## src/rtl/pipe_arith_arbiter_if.sv

```systemverilog
// Bus bundle between the requesters, the shared arithmetic pipe and the arbiter.
// The arbiter connects through the slave modport; the requester/pipe side uses master.
interface pipe_arith_arbiter_if #(
    parameter int N_REQ = 4,
    parameter int DW    = 8,
    parameter int IDW   = 2
);
    logic [N_REQ-1:0]    req_valid;
    logic [N_REQ*DW-1:0] req_a;
    logic [N_REQ*DW-1:0] req_b;
    logic [N_REQ*DW-1:0] req_c;
    logic [N_REQ-1:0]    req_ready;
    logic [DW-1:0]       pipe_a;
    logic [DW-1:0]       pipe_b;
    logic [DW-1:0]       pipe_c;
    logic [2*DW-1:0]     pipe_d;
    logic                rsp_valid;
    logic [IDW-1:0]      rsp_id;
    logic [2*DW-1:0]     rsp_d;

    modport slave (
        input  req_valid, req_a, req_b, req_c, pipe_d,
        output req_ready, pipe_a, pipe_b, pipe_c, rsp_valid, rsp_id, rsp_d
    );

    modport master (
        output req_valid, req_a, req_b, req_c, pipe_d,
        input  req_ready, pipe_a, pipe_b, pipe_c, rsp_valid, rsp_id, rsp_d
    );
endinterface

```

## src/rtl/pipe_arith_arbiter.sv

```systemverilog
// Round-robin arbiter sharing one fixed-latency arithmetic pipe among N_REQ
// requesters. Operands are registered on issue, a {valid,id} tag rides a
// LATENCY-deep shift register beside the pipe, and the result is returned with
// the owning requester's id. A drain FSM quiesces the pipe on request.
// Optional build macro PIPE_ARB_STATS_EN adds a saturating issue_cnt output.
module pipe_arith_arbiter #(
    parameter int N_REQ   = 4,
    parameter int DW      = 8,
    parameter int LATENCY = 3,
    parameter int IDW     = $clog2(N_REQ)
) (
    input  logic                clk,
    input  logic                rst,
    pipe_arith_arbiter_if.slave bus,
    input  logic                hold,
    input  logic                drain,
    output logic                busy,
    output logic                drained
`ifdef PIPE_ARB_STATS_EN
    ,
    output logic [15:0]         issue_cnt
`endif
);
    localparam int CW = $clog2(LATENCY + 2);

    typedef enum logic [1:0] {ST_RUN, ST_DRAIN, ST_HALTED} state_t;

    state_t          state_reg;
    state_t          state_next;
    logic            grant_en;

    logic [DW-1:0]   a_arr [N_REQ];
    logic [DW-1:0]   b_arr [N_REQ];
    logic [DW-1:0]   c_arr [N_REQ];

    logic [IDW-1:0]  ptr_reg;
    logic [IDW-1:0]  cand;
    logic [IDW-1:0]  win_idx;
    logic            win_found;
    logic            transfer;

    logic [DW-1:0]   pipe_a_reg;
    logic [DW-1:0]   pipe_b_reg;
    logic [DW-1:0]   pipe_c_reg;
    logic            issue_v_reg;
    logic [IDW-1:0]  issue_id_reg;

    // tag = {valid, id}; stage 0 follows the issue register by one cycle
    logic [IDW:0]    tag_reg [LATENCY];
    logic [IDW:0]    tag_in  [LATENCY];
    logic            rsp_fire;

    logic [CW-1:0]   inflight_reg;

    genvar gi;

    // unpack the flat operand buses into per-requester arrays
    generate
        for (gi = 0; gi < N_REQ; gi++) begin : g_unpack
            assign a_arr[gi] = bus.req_a[gi*DW +: DW];
            assign b_arr[gi] = bus.req_b[gi*DW +: DW];
            assign c_arr[gi] = bus.req_c[gi*DW +: DW];
        end
    endgenerate

    // round-robin search starting just after the last winner, wrapping mod N_REQ
    always_comb begin
        win_found = 1'b0;
        win_idx   = '0;
        cand      = '0;
        for (int off = 1; off <= N_REQ; off++) begin
            cand = IDW'((int'(ptr_reg) + off) % N_REQ);
            if (!win_found && bus.req_valid[cand]) begin
                win_found = 1'b1;
                win_idx   = cand;
            end
        end
    end

    assign transfer = grant_en && win_found;

    // one-hot ready towards the winner only when grants are enabled
    generate
        for (gi = 0; gi < N_REQ; gi++) begin : g_ready
            assign bus.req_ready[gi] = transfer && (win_idx == IDW'(gi));
        end
    endgenerate

    // pointer remembers the last requester that actually transferred
    always_ff @(posedge clk) begin
        if (!rst) begin
            ptr_reg <= IDW'(N_REQ - 1);
        end else if (transfer) begin
            ptr_reg <= win_idx;
        end
    end

    // issue stage: winner's operands, or a zero bubble when nothing transfers
    always_ff @(posedge clk) begin
        if (!rst) begin
            pipe_a_reg   <= '0;
            pipe_b_reg   <= '0;
            pipe_c_reg   <= '0;
            issue_v_reg  <= 1'b0;
            issue_id_reg <= '0;
        end else if (transfer) begin
            pipe_a_reg   <= a_arr[win_idx];
            pipe_b_reg   <= b_arr[win_idx];
            pipe_c_reg   <= c_arr[win_idx];
            issue_v_reg  <= 1'b1;
            issue_id_reg <= win_idx;
        end else begin
            pipe_a_reg   <= '0;
            pipe_b_reg   <= '0;
            pipe_c_reg   <= '0;
            issue_v_reg  <= 1'b0;
            issue_id_reg <= '0;
        end
    end

    assign bus.pipe_a = pipe_a_reg;
    assign bus.pipe_b = pipe_b_reg;
    assign bus.pipe_c = pipe_c_reg;

    // tag shift-register input chain
    generate
        for (gi = 0; gi < LATENCY; gi++) begin : g_tag_in
            if (gi == 0) begin : g_head
                assign tag_in[gi] = {issue_v_reg, issue_id_reg};
            end else begin : g_body
                assign tag_in[gi] = tag_reg[gi-1];
            end
        end
    endgenerate

    // tag shift register tracks each op's owner alongside the pipe
    always_ff @(posedge clk) begin
        if (!rst) begin
            for (int i = 0; i < LATENCY; i++) begin
                tag_reg[i] <= '0;
            end
        end else begin
            for (int i = 0; i < LATENCY; i++) begin
                tag_reg[i] <= tag_in[i];
            end
        end
    end

    assign rsp_fire      = tag_reg[LATENCY-1][IDW];
    assign bus.rsp_valid = rst && rsp_fire;
    assign bus.rsp_id    = rst ? tag_reg[LATENCY-1][IDW-1:0] : '0;
    assign bus.rsp_d     = bus.pipe_d;

    // ops in flight: counted from transfer until the response cycle has passed
    always_ff @(posedge clk) begin
        if (!rst) begin
            inflight_reg <= '0;
        end else if (transfer && !rsp_fire) begin
            inflight_reg <= inflight_reg + CW'(1);
        end else if (!transfer && rsp_fire) begin
            inflight_reg <= inflight_reg - CW'(1);
        end
    end

    assign busy = rst && (inflight_reg != '0);

    // FSM state register
    always_ff @(posedge clk) begin
        if (!rst) begin
            state_reg <= ST_RUN;
        end else begin
            state_reg <= state_next;
        end
    end

    // FSM next state: drain is sampled only in RUN and HALTED
    always_comb begin
        state_next = state_reg;
        case (state_reg)
            ST_RUN:    if (drain)                state_next = ST_DRAIN;
            ST_DRAIN:  if (inflight_reg == '0)   state_next = ST_HALTED;
            ST_HALTED: if (!drain)               state_next = ST_RUN;
            default:                             state_next = ST_RUN;
        endcase
    end

    // FSM outputs: grants only while running and not paused or draining
    always_comb begin
        grant_en = rst && (state_reg == ST_RUN) && !hold && !drain;
        drained  = rst && (state_reg == ST_HALTED);
    end

`ifdef PIPE_ARB_STATS_EN
    logic [15:0] issue_cnt_reg;

    // saturating count of accepted transfers
    always_ff @(posedge clk) begin
        if (!rst) begin
            issue_cnt_reg <= '0;
        end else if (transfer && (issue_cnt_reg != 16'hFFFF)) begin
            issue_cnt_reg <= issue_cnt_reg + 16'd1;
        end
    end

    assign issue_cnt = issue_cnt_reg;
`endif

endmodule

```

## src/flat_wrapper.sv

```systemverilog
// flat-port wrapper written by rule: the top's interface ports become plain ports
module pipe_arith_arbiter_flat 
#(
    parameter int N_REQ   = 4,
    parameter int DW      = 8,
    parameter int LATENCY = 3,
    parameter int IDW     = $clog2(N_REQ)
)
  (clk, rst, hold, drain, busy, drained, bus_req_valid, bus_req_a, bus_req_b, bus_req_c, bus_pipe_d, bus_req_ready, bus_pipe_a, bus_pipe_b, bus_pipe_c, bus_rsp_valid, bus_rsp_id, bus_rsp_d);
  pipe_arith_arbiter_if #(.N_REQ(N_REQ), .DW(DW), .IDW(IDW)) bus_i ();
  input  logic clk;
  input  logic rst;
  input  logic hold;
  input  logic drain;
  output logic busy;
  output logic drained;
  input wire logic [$bits(bus_i.req_valid)-1:0] bus_req_valid;
  input wire logic [$bits(bus_i.req_a)-1:0] bus_req_a;
  input wire logic [$bits(bus_i.req_b)-1:0] bus_req_b;
  input wire logic [$bits(bus_i.req_c)-1:0] bus_req_c;
  input wire logic [$bits(bus_i.pipe_d)-1:0] bus_pipe_d;
  output wire logic [$bits(bus_i.req_ready)-1:0] bus_req_ready;
  output wire logic [$bits(bus_i.pipe_a)-1:0] bus_pipe_a;
  output wire logic [$bits(bus_i.pipe_b)-1:0] bus_pipe_b;
  output wire logic [$bits(bus_i.pipe_c)-1:0] bus_pipe_c;
  output wire logic [$bits(bus_i.rsp_valid)-1:0] bus_rsp_valid;
  output wire logic [$bits(bus_i.rsp_id)-1:0] bus_rsp_id;
  output wire logic [$bits(bus_i.rsp_d)-1:0] bus_rsp_d;
  assign bus_i.req_valid = bus_req_valid;
  assign bus_i.req_a = bus_req_a;
  assign bus_i.req_b = bus_req_b;
  assign bus_i.req_c = bus_req_c;
  assign bus_i.pipe_d = bus_pipe_d;
  assign bus_req_ready = bus_i.req_ready;
  assign bus_pipe_a = bus_i.pipe_a;
  assign bus_pipe_b = bus_i.pipe_b;
  assign bus_pipe_c = bus_i.pipe_c;
  assign bus_rsp_valid = bus_i.rsp_valid;
  assign bus_rsp_id = bus_i.rsp_id;
  assign bus_rsp_d = bus_i.rsp_d;
  pipe_arith_arbiter #(.N_REQ(N_REQ), .DW(DW), .LATENCY(LATENCY), .IDW(IDW)) u_core (.clk(clk), .rst(rst), .bus(bus_i), .hold(hold), .drain(drain), .busy(busy), .drained(drained));
endmodule
```

## config.mk

```make
export PLATFORM = sky130hd
export DESIGN_NAME = pipe_arith_arbiter_flat
export DESIGN_NICKNAME = d
export VERILOG_FILES = /design/src/rtl/pipe_arith_arbiter_if.sv /design/src/rtl/pipe_arith_arbiter.sv /design/src/flat_wrapper.sv
export SDC_FILE = /design/constraint.sdc
export NUM_CORES = 1
export LEC_CHECK = 0
export BUFFER_PORTS_ARGS = -buffer_cell sky130_fd_sc_hd__buf_2
export CAP_MARGIN = 20
export CELL_PAD_IN_SITES_DETAIL_PLACEMENT = 1
export CELL_PAD_IN_SITES_GLOBAL_PLACEMENT = 2
export CORE_MARGIN = 5
export CORE_UTILIZATION = 23
export CTS_BUF_LIST = sky130_fd_sc_hd__clkbuf_4
export DETAILED_ROUTE_END_ITERATION = 8
export PLACE_DENSITY = 0.95
export SYNTH_ARGS = -nofsm -noshare
export SYNTH_HDL_FRONTEND = slang
export SYNTH_SLANG_ARGS = --single-unit
```

## constraint.sdc

```tcl
create_clock -name clk -period 5.9 [get_ports clk]
set_input_delay 0.295 -clock clk [delete_from_list [all_inputs] [get_ports clk]]
set_output_delay 0.295 -clock clk [all_outputs]
set_load 0.02 [all_outputs]
```

==> results_dict.tcl <==
set metrics [dict create \
    seqPwrFrac 0.510 \
    startpoint "u_core.state_reg[1]" \
    combPwrFrac 0.252 \
    max_slew_margin 0.341 \
    ys_seq_area_frac 0.413 \
    rsz0062_at_grt "false" \
    yosys_warnings 0 \
    worstHoldPathType "input pin to flip-flop" \
    p_sw_w 0.000179 \
    cts_tree "built" \
    synthDistinctLibCells 33 \
    r2r_cells 9 \
    drt_iter0_drc 28 \
    clock_path_buffers 2 \
    dieArea_um2 11100 \
    syn_avg_cell_area_um2 10.1 \
    max_cap_violations 0 \
    dp.cells 423 \
    grt_usage 0.114 \
    grt_pass1_vias 2130 \
    routedWlPerCell_um 15.3 \
    cp_num_buf_inv 1 \
    clk_pin_slew_ps 130 \
    vias_per_cell 4.43 \
    synth_edf_count 0 \
    dr.pass1.iters 3 \
    drv_slew 0 \
    vias 1911 \
    htree_levels 2 \
    fin_nets 444 \
    wl_um 6600 \
    ctsHoldBuffers 0 \
    vdd_drop_max_uv 71.7 \
    power_density_nw_per_um2 220 \
    cts_inserted_buffers 5 \
    layout.cells.non_filler 431 \
    dp_hpwl_um 5360 \
    final_core_util 0.314 \
    fin_tns_setup_ps 0 \
    switching_share 0.295 \
    drc 0 \
    critical_path.cell_chain "nand2b_1, or4_4, or3_1, nor2_1, buf_2" \
    power_w 0.000607 \
    grt_max_degree 53 \
    leakagePower_nw 1.48 \
    largest_reg_flops 9 \
    hold_viol 0 \
    clk_latency_ps 350 \
    place_congestion 0.733 \
    num_rows 34 \
    end_kind "output pin" \
    fin_crit_sh 0.483 \
    crit_slowest_cell "or3_1" \
    synth_cells 207 \
    clock_skew_ps 14.6 \
    antennaDiodeCount 0 \
    cts.sinks 43 \
    cpPeakStageDelay_ps 780 \
    crit_fanout 27 \
    synth.top_cell.area_share 0.413 \
    boundaryPins 169 \
    crit_path_start_kind "flip-flop" \
    post_cts_resize_count 0 \
    die_h_um 105 \
    critPathArrivalTime_ps 2560 \
    setup_violations 0 \
    synth_largest_area_cell "dfxtp_1" \
    dp_slack_ps 3160 \
    grt-ovfl-total 0 \
    start_util 0.238 \
    ys_ff_latch 43 \
    crit_cells 5 \
    antenna_found_initial 0 \
    hold_start "bus_req_c[12]" \
    synth_nets 329 \
    worst_pin_slew_ps 989 \
    root_buffer "clkbuf_4" \
    port_buffers 136 \
    fmax_ghz 0.351 \
    core-area_um2 8760 \
    synth_ff_type "dfxtp_1" \
    grt_pass1_wl_um 10300 \
    min_path_cells 3 \
    status "finished, final reports clean" \
    async_reset_ff_frac 0 \
    layout-drive-gt1-share 0.449 \
    setup_ws_ps 3050 \
    die_w_um 105 \
    crit_required_ps 5610 \
    criticalPathCategory "flip-flop to output pin" \
    synthTopCellsByArea "dfxtp_1, mux2i_1, o22ai_1" \
    area_growth_pct 32.2 \
    reg2reg_from "u_core.state_reg[1]" \
    critical_path.top_delay_family "simple AND/OR/NAND/NOR gates" \
    min_period_ps 2850 \
    ant_nets 0 \
    post_cts_buffers 0 \
    p_int_w 0.000428 \
    synth_area_um2 2080 \
    clkPwrFrac 0.238 \
]
-- area by class of cell --
cell class	instances	area [um^2]
fill	1060	6010
multi-input combinational	131	1010
sequential	43	861
timing repair buffer	136	681
tap	108	135
clock buffer	6	45.0
inverter	5	18.8
clock inverter	2	7.51
-- logic make-up after synthesis --
family,Yosys count,share of synthesized area
AOI/OAI and AO/OA,37,0.113
xor gates and xnor gates,2,0.00840
DFF,43,0.413
and+or+nand+nor,41,0.107
muxes,49,0.235
adders and majority gates,2,0.0156
buffers and inverters,33,0.107
-- synthesized netlist by cell type (2+ instances only) --
cell type / instances
a21oi_1: 3
and2_1: 11
buf_2: 8
buf_4: 16
buf_8: 2
dfxtp_1: 43
inv_1: 4
mux2i_1: 49
nand2b_1: 2
nand3b_1: 2
nor2_1: 14
nor2b_1: 2
nor3_1: 3
o21ai_0: 3
o22ai_1: 25
or3_1: 2
xor2_1: 2
-- worst reg2reg max path, cell delays in order (launching register included) --
cell,delay (ps)
dfxtp_1,340
nand2b_1,170
or4_4,460
nor2_1,310
ha_1,260
inv_1,70
fa_1,370
xor2_1,160
or3_1,300
a21oi_1,140
-- cell usage in the layout, fill, tap and decap left out --
cell / Yosys / layout
clkbuf_4: 0 / 6
inv_1: 4 / 4
clkinv_1: 1 / 3
o211ai_1: 1 / 1
fa_1: 1 / 1
dfxtp_1: 43 / 43
nor4_1: 1 / 1
nor3b_1: 1 / 1
mux2i_1: 49 / 49
o211a_4: 0 / 1
o21ai_0: 3 / 3
a21boi_0: 1 / 1
nand2_2: 1 / 1
a211oi_1: 1 / 1
o31a_1: 1 / 1
ha_1: 1 / 1
and2_1: 11 / 11
buf_2: 8 / 136
a21o_1: 1 / 1
or3_1: 2 / 2
nand2_1: 1 / 1
nor2_1: 14 / 14
nand2b_1: 2 / 2
nor3_1: 3 / 3
o22ai_1: 25 / 25
a21oi_1: 3 / 3
nand3b_1: 2 / 2
or4_4: 1 / 1
xor2_1: 2 / 2
nor2b_1: 2 / 2
-- final timing paths --
path              slack [ps]                      to
setup reg to reg        3260  u_core.inflight_reg[2]
hold reg to reg          450    u_core.tag_reg[0][3]
hold / removal           220    u_core.bus.pipe_c[4]
setup / recovery        3050        bus_req_ready[3]
-- stage by stage --
stage / cell area (um^2) / hold slack [ps]
after global placement: 2700 / 415
after global routing: 2760 / 205
after detailed placement: 2700 / 420
after CTS: 2760 / 194
final: 2760 / 216
after floorplan: 2080 / 412
-- power by group through the flow --
stage	combinational [W]	clock [W]	sequential (W)
finish	0.000153	0.000144	0.000310
detailed placement	0.000156	0	0.000316
CTS	0.000156	0.000154	0.000310
global placement	0.000150	0	0.000316
global route	0.000169	0.000165	0.000312
floorplan	0.000104	0	0.000324
-- metal layers --
| layer | routed length (um) | global-route usage | vias up | part of all wire |
|---|---|---|---|---|
| met5 | 0 | 0 | - | 0 |
| met2 | 3510 | 0.210 | 90 | 0.53 |
| li1 | - | - | 952 | - |
| met4 | 40 | 0.0247 | 0 | 0.0061 |
| met3 | 666 | 0.0487 | 5 | 0.10 |
| met1 | 2380 | 0.119 | 864 | 0.36 |
Note: power is estimated with default switching activity, not from simulation.
